## src/rtl/random_prog_loader.sv

```systemverilog
// random_prog_loader: packs a 32-bit word stream into 56-bit program RAM entries, then launches
// random_math and waits for its ack. Define PROG_CHECK_EN to turn illegal instructions into RET.
module random_prog_loader #(
  parameter int ADDR_W = 7,
  parameter int DEPTH  = 128,
  parameter int NREG   = 9
) (
  input  logic              clk,
  input  logic              reset_n,
  input  logic              prog_clear,
  input  logic              in_valid,
  output logic              in_ready,
  input  logic [31:0]       in_data,
  output logic              ram_we,
  output logic [ADDR_W-1:0] ram_waddr,
  output logic [55:0]       ram_wdata,
  output logic              exec_start,
  input  logic              exec_ack,
  output logic              prog_done,
  output logic [ADDR_W:0]   prog_len,
  output logic              busy,
  output logic              err
);

  localparam logic [7:0]        OP_RET    = 8'd6;
  localparam logic [ADDR_W-1:0] LAST_ADDR = ADDR_W'(DEPTH - 1);
  localparam logic [7:0]        NREG_B    = 8'(NREG);

  typedef enum logic [1:0] {S_LO, S_HI, S_START, S_EXEC} state_t;

  state_t            state_reg;
  logic [31:0]       word0_reg;
  logic [ADDR_W-1:0] addr_reg;

  logic [7:0] op_code;
  logic [7:0] dst_index;
  logic [7:0] src_index;
  logic [7:0] op_written;
  logic       illegal;
  logic       force_ret;
  logic       last_instr;
  logic       accept;
  logic       unused_bits;

  assign op_code   = in_data[23:16];
  assign dst_index = in_data[15:8];
  assign src_index = in_data[7:0];

  assign in_ready = ((state_reg == S_LO) || (state_reg == S_HI)) && !prog_clear;
  assign busy     = (state_reg != S_LO);
  assign accept   = in_valid && in_ready;

`ifdef PROG_CHECK_EN
  assign illegal = (op_code > OP_RET) || (dst_index >= NREG_B) || (src_index >= NREG_B);
`else
  assign illegal = 1'b0;
`endif

  // The last RAM slot must hold a RET so the executor can never run off the end.
  assign force_ret  = illegal || ((addr_reg == LAST_ADDR) && (op_code != OP_RET));
  assign op_written = force_ret ? OP_RET : op_code;
  assign last_instr = (op_written == OP_RET);

  assign unused_bits = ^{in_data[31:24], NREG_B};

  always_ff @(posedge clk or negedge reset_n) begin
    if (!reset_n) begin
      state_reg  <= S_LO;
      word0_reg  <= '0;
      addr_reg   <= '0;
      ram_we     <= 1'b0;
      ram_waddr  <= '0;
      ram_wdata  <= '0;
      exec_start <= 1'b0;
      prog_done  <= 1'b0;
      prog_len   <= '0;
      err        <= 1'b0;
    end else begin
      ram_we     <= 1'b0;
      exec_start <= 1'b0;
      prog_done  <= 1'b0;
      if (prog_clear) begin
        state_reg <= S_LO;
        addr_reg  <= '0;
        prog_len  <= '0;
        err       <= 1'b0;
      end else begin
        case (state_reg)
          S_LO: begin
            if (accept) begin
              word0_reg <= in_data;
              state_reg <= S_HI;
            end
          end
          S_HI: begin
            if (accept) begin
              ram_we    <= 1'b1;
              ram_waddr <= addr_reg;
              ram_wdata <= {op_written, dst_index, src_index, word0_reg};
              prog_len  <= {1'b0, addr_reg} + {{ADDR_W{1'b0}}, 1'b1};
              if (force_ret) begin
                err <= 1'b1;
              end
              if (last_instr) begin
                state_reg <= S_START;
              end else begin
                addr_reg  <= addr_reg + {{(ADDR_W-1){1'b0}}, 1'b1};
                state_reg <= S_LO;
              end
            end
          end
          S_START: begin
            exec_start <= 1'b1;
            state_reg  <= S_EXEC;
          end
          S_EXEC: begin
            if (exec_ack) begin
              prog_done <= 1'b1;
              addr_reg  <= '0;
              state_reg <= S_LO;
            end
          end
          default: state_reg <= S_LO;
        endcase
      end
    end
  end

endmodule

```

## config.mk

```make
export PLATFORM = sky130hd
export DESIGN_NAME = random_prog_loader
export DESIGN_NICKNAME = d
export VERILOG_FILES = /design/src/rtl/random_prog_loader.sv
export SDC_FILE = /design/constraint.sdc
export NUM_CORES = 1
export LEC_CHECK = 0
export CAP_MARGIN = 5
export CELL_PAD_IN_SITES_DETAIL_PLACEMENT = 2
export CELL_PAD_IN_SITES_GLOBAL_PLACEMENT = 2
export CORE_MARGIN = 10
export CORE_UTILIZATION = 39
export CTS_CLUSTER_DIAMETER = 100
export DETAILED_ROUTE_END_ITERATION = 8
export DONT_BUFFER_PORTS = 1
export PLACE_DENSITY = 0.81
export SLEW_MARGIN = 20
export SYNTH_ARGS = -nofsm -noshare
export SYNTH_HDL_FRONTEND = slang
export SYNTH_SLANG_ARGS = --single-unit
```

## constraint.sdc

```tcl
create_clock -name clk -period 2.1 [get_ports clk]
set_input_delay 0.315 -clock clk [delete_from_list [all_inputs] [get_ports clk]]
set_output_delay 0.315 -clock clk [all_outputs]
set_load 0.03 [all_outputs]
```

==> results.md <==
Outcome:
- The flow ran to the end, but the final reports show violations.
- The final reports fail on negative hold slack.

Synth:
- The average footprint of a synthesized cell is 10.5 sq um.
- The number of nets handed over by synthesis was 478.
- The total of flip-flops plus latches after synthesis is 116.
- After synthesis, the netlist uses 39 different library cells.
- The mapped cell area is ~4600 sq um.
- The warning count from the yosys run is 0.
- In the synthesized netlist, the number of instances is 440.
- The sequential-to-total area share from yosys stat is 62.6%.

Final layout:
- The final antenna diode count is 0.
- In the layout the commonest cells are 183 x sky130_fd_sc_hd__nand2_1, 116 x sky130_fd_sc_hd__dfrtp_1, 33 x sky130_fd_sc_hd__mux2_1.
- The relative area change from synthesis to final layout is 20.2%.
- The share of layout cells above drive strength 1 is 10.1%.
- The flip-flop count of the largest register after layout is 56.
- Leaving out fill and tap cells, the most frequent cell in the layout is sky130_fd_sc_hd__nand2_1.
- The final layout contains 492 nets.

Critical path:
- The data arrival time of the critical path is around 2.2 ns.
- Of all nets on the critical path, the largest fanout is 12.
- The kind of start point of the critical path is a register.
- The category of the critical setup timing path is reg2reg.
- At the worst endpoint, the required time is 2.40 ns.
- The kind of capture point of the worst setup path is a register.

Clock tree:
- The clock net sink count is 116.
- The clock input transition at the sequential cells of the worst setup and hold paths is 0.06 ns.
- Post-CTS timing repair inserted 0 buffers for setup.
- The number of gates given a new drive strength after cts is 0.
- TritonCTS built the clock tree.
- Counting the buffers created by CTS gives 17.
- The number of hold buffers added after cts is 11.
- The number of H-tree levels is 4.
- The clock latency on the worst-skew pair is 0.42 ns.
- Counting along the longest clock path gives a buffer depth of 2.
- The cell sitting at the root of the clock tree is a sky130_fd_sc_hd__clkbuf_16.

Die:
- 114 I/O pins were placed.
- The number of core rows is 39.
- The core box area is 11500 sq um.
- From left edge to right edge, the die measures 129 microns.
- The die covers 16600 sq um.
- The effective utilization at floorplan is approximately two fifths.
- From bottom edge to top edge, the die measures 129 microns.

Routing:
- The number of remaining DRC errors is 0.
- The post-detailed-route wirelength per cell is 22.3 microns.
- The number of antenna-violating nets in the routed design is 0.
- The first TritonRoute pass finished after 4 iterations.
- In this run, the number of DRC markers left after iteration 0 of detailed routing was ~170.
- After detailed routing, the number of vias per cell comes to 5.30.
- For this block, the via count after detailed routing is 3232.
- The post-detailed-routing wire length is 13600 microns.

STA:
- The number of pins with negative max-slew slack in the final report is 0.
- For the pin with the worst max-slew slack, the measured transition is 0.579 ns.
- The period utilization is 92.0%.
- Between clock sinks in the finished design, the worst skew comes to around 0.0087 ns.
- Setup repair after global routing left no endpoint under its margin.
- Setup violations remaining at the end of the flow were counted as 0.
- The worst pin sits at a relative slew slack of between 60 and 70%.
- The final-layout worst hold slack is -0.399 ns.
- The worst path needs between 1.5 and 2 ns of the cycle, external delays included.
- The hold violation total from the final report is approximately 120.
- The setup total negative slack is 0 ns.
- Timing would allow up to 517 MHz.

Global routing:
- The global-route wire length before repair is around 21000 microns.
- The aggregate global-route resource usage is between 10% and 20%.
- Entering global routing, the biggest net connects 117 pins.
- The via count of the first global-routing pass is 3672.
- The initial antenna violation count came to 0.
- The remaining global-route overflow is 0.

Power and ir drop:
- The maximum resistive drop on vdd is 0.672 mV.
- The power density over the cells is 1290 nW/um^2.
- Total power for the finished layout comes to 0.00720 W.
- Summed over all cells, the static leakage comes to 2.69 nW.

Hold path:
- The worst min-delay path class is in2async.

Placement:
- At the end of routability-driven placement, the weighted congestion stood at 0.784.
- Detailed placement ended at an HPWL of 8930 microns.
- The count of port buffers added during placement is 0.

Run:
- The number of maximum-capacitance constraint violations is 0.
-- worst max-delay path, cell delays in order, from the launching register on --
cell and delay [ns]:
sky130_fd_sc_hd__dfrtp_1 0.64, sky130_fd_sc_hd__mux2_1 0.39, sky130_fd_sc_hd__a21oi_1 0.32, sky130_fd_sc_hd__a31oi_4 0.12
sky130_fd_sc_hd__mux2_4 0.35
-- final cells by class --
cell class              count  area [sq um]
fillers                  1159          5950
repair buffers             19           195
clock buffers              24           502
well taps                 143           179
flip-flops and latches    116          2900
clock inverters             8           145
inverters                   4          15.0
multi-input cells         296          1630
-- worst paths after layout --
path	depth (start not counted)	endpoint	slack [ns]	startpoint
max in group asynchronous	0	ram_wdata[20]	2.32	reset_n
min in group clk	1	state_reg[0]	0.02	exec_ack
worst min-delay path	0	ram_wdata[3]	-0.40	reset_n
worst max register to register	4	addr_reg[3]	0.17	state_reg[1]
worst max-delay path	4	addr_reg[3]	0.17	state_reg[1]
worst min register to register	2	ram_wdata[25]	0.47	word0_reg[25]
-- per-stage QoR --
| step | hold slack (ns) | instances | area [sq um] | utilization, % | worst slack [ns] |
|---|---|---|---|---|---|
| after CTS | -0.427 | 610 | 5570 | 48.4 | 0.178 |
| after global routing | -0.432 | 610 | 5570 | 48.4 | 0.0971 |
| final | -0.399 | 610 | 5570 | 48.4 | 0.168 |
| after detailed placement | 0.0241 | 567 | 4810 | 41.8 | 0.265 |
| after global placement | 0.0245 | 567 | 4810 | 41.8 | 0.325 |
| after floorplan | 0.0194 | 440 | 4630 | - | 0.478 |
-- power breakdown --
| part | internal [W] | leakage, nW | switching, W |
|---|---|---|---|
| registers | 0.00265 | 1.47 | 0.000925 |
| clock network | 0.00214 | 0.312 | 0.000986 |
| logic | 0.000227 | 0.905 | 0.000280 |
| total | 0.00501 | 2.69 | 0.00219 |
-- synth_stat cells, drive strengths merged --
cell type	number	area (sq um)
a22oi	2	15.0
clkbuf	11	41.3
and4	1	8.76
inv	4	15.0
a311oi	2	17.5
or4	1	11.3
nor2b	1	6.26
nand2	183	687
xnor2	3	26.3
nand2b	3	18.8
xor2	2	17.5
mux2i	1	10.0
or2	2	12.5
o21ai	6	30.0
mux2	34	387
or4bb	1	11.3
dfrtp	116	2900
o22ai	1	20.0
a21oi	7	35.0
nand3b	1	7.51
a41oi	1	8.76
o21ba	1	10.0
nand3	10	50.1
ha	1	12.5
a211oi	5	37.5
a31oi	5	46.3
nand4bb	1	11.3
buf	13	60.1
nor4b	1	23.8
o31ai	1	7.51
o2bb2ai	1	8.76
and3	3	18.8
nor2	15	58.8
-- kinds of logic after synthesis --
| family | synth area share [%] |
|---|---|
| fa+ha+maj | 0.270 |
| simple gates | 20.0 |
| mux | 8.56 |
| xor+xnor | 0.945 |
| compound gates | 5.10 |
| buf+inv | 2.51 |
| flops | 62.6 |
-- per-layer routing --
layer	track usage, %	part of all wire [%]
met4	6.82	1.1
met3	8.28	11
met1	17.7	37
met5	0	0
met2	28.7	51
Power figures use the tool's default switching activity.
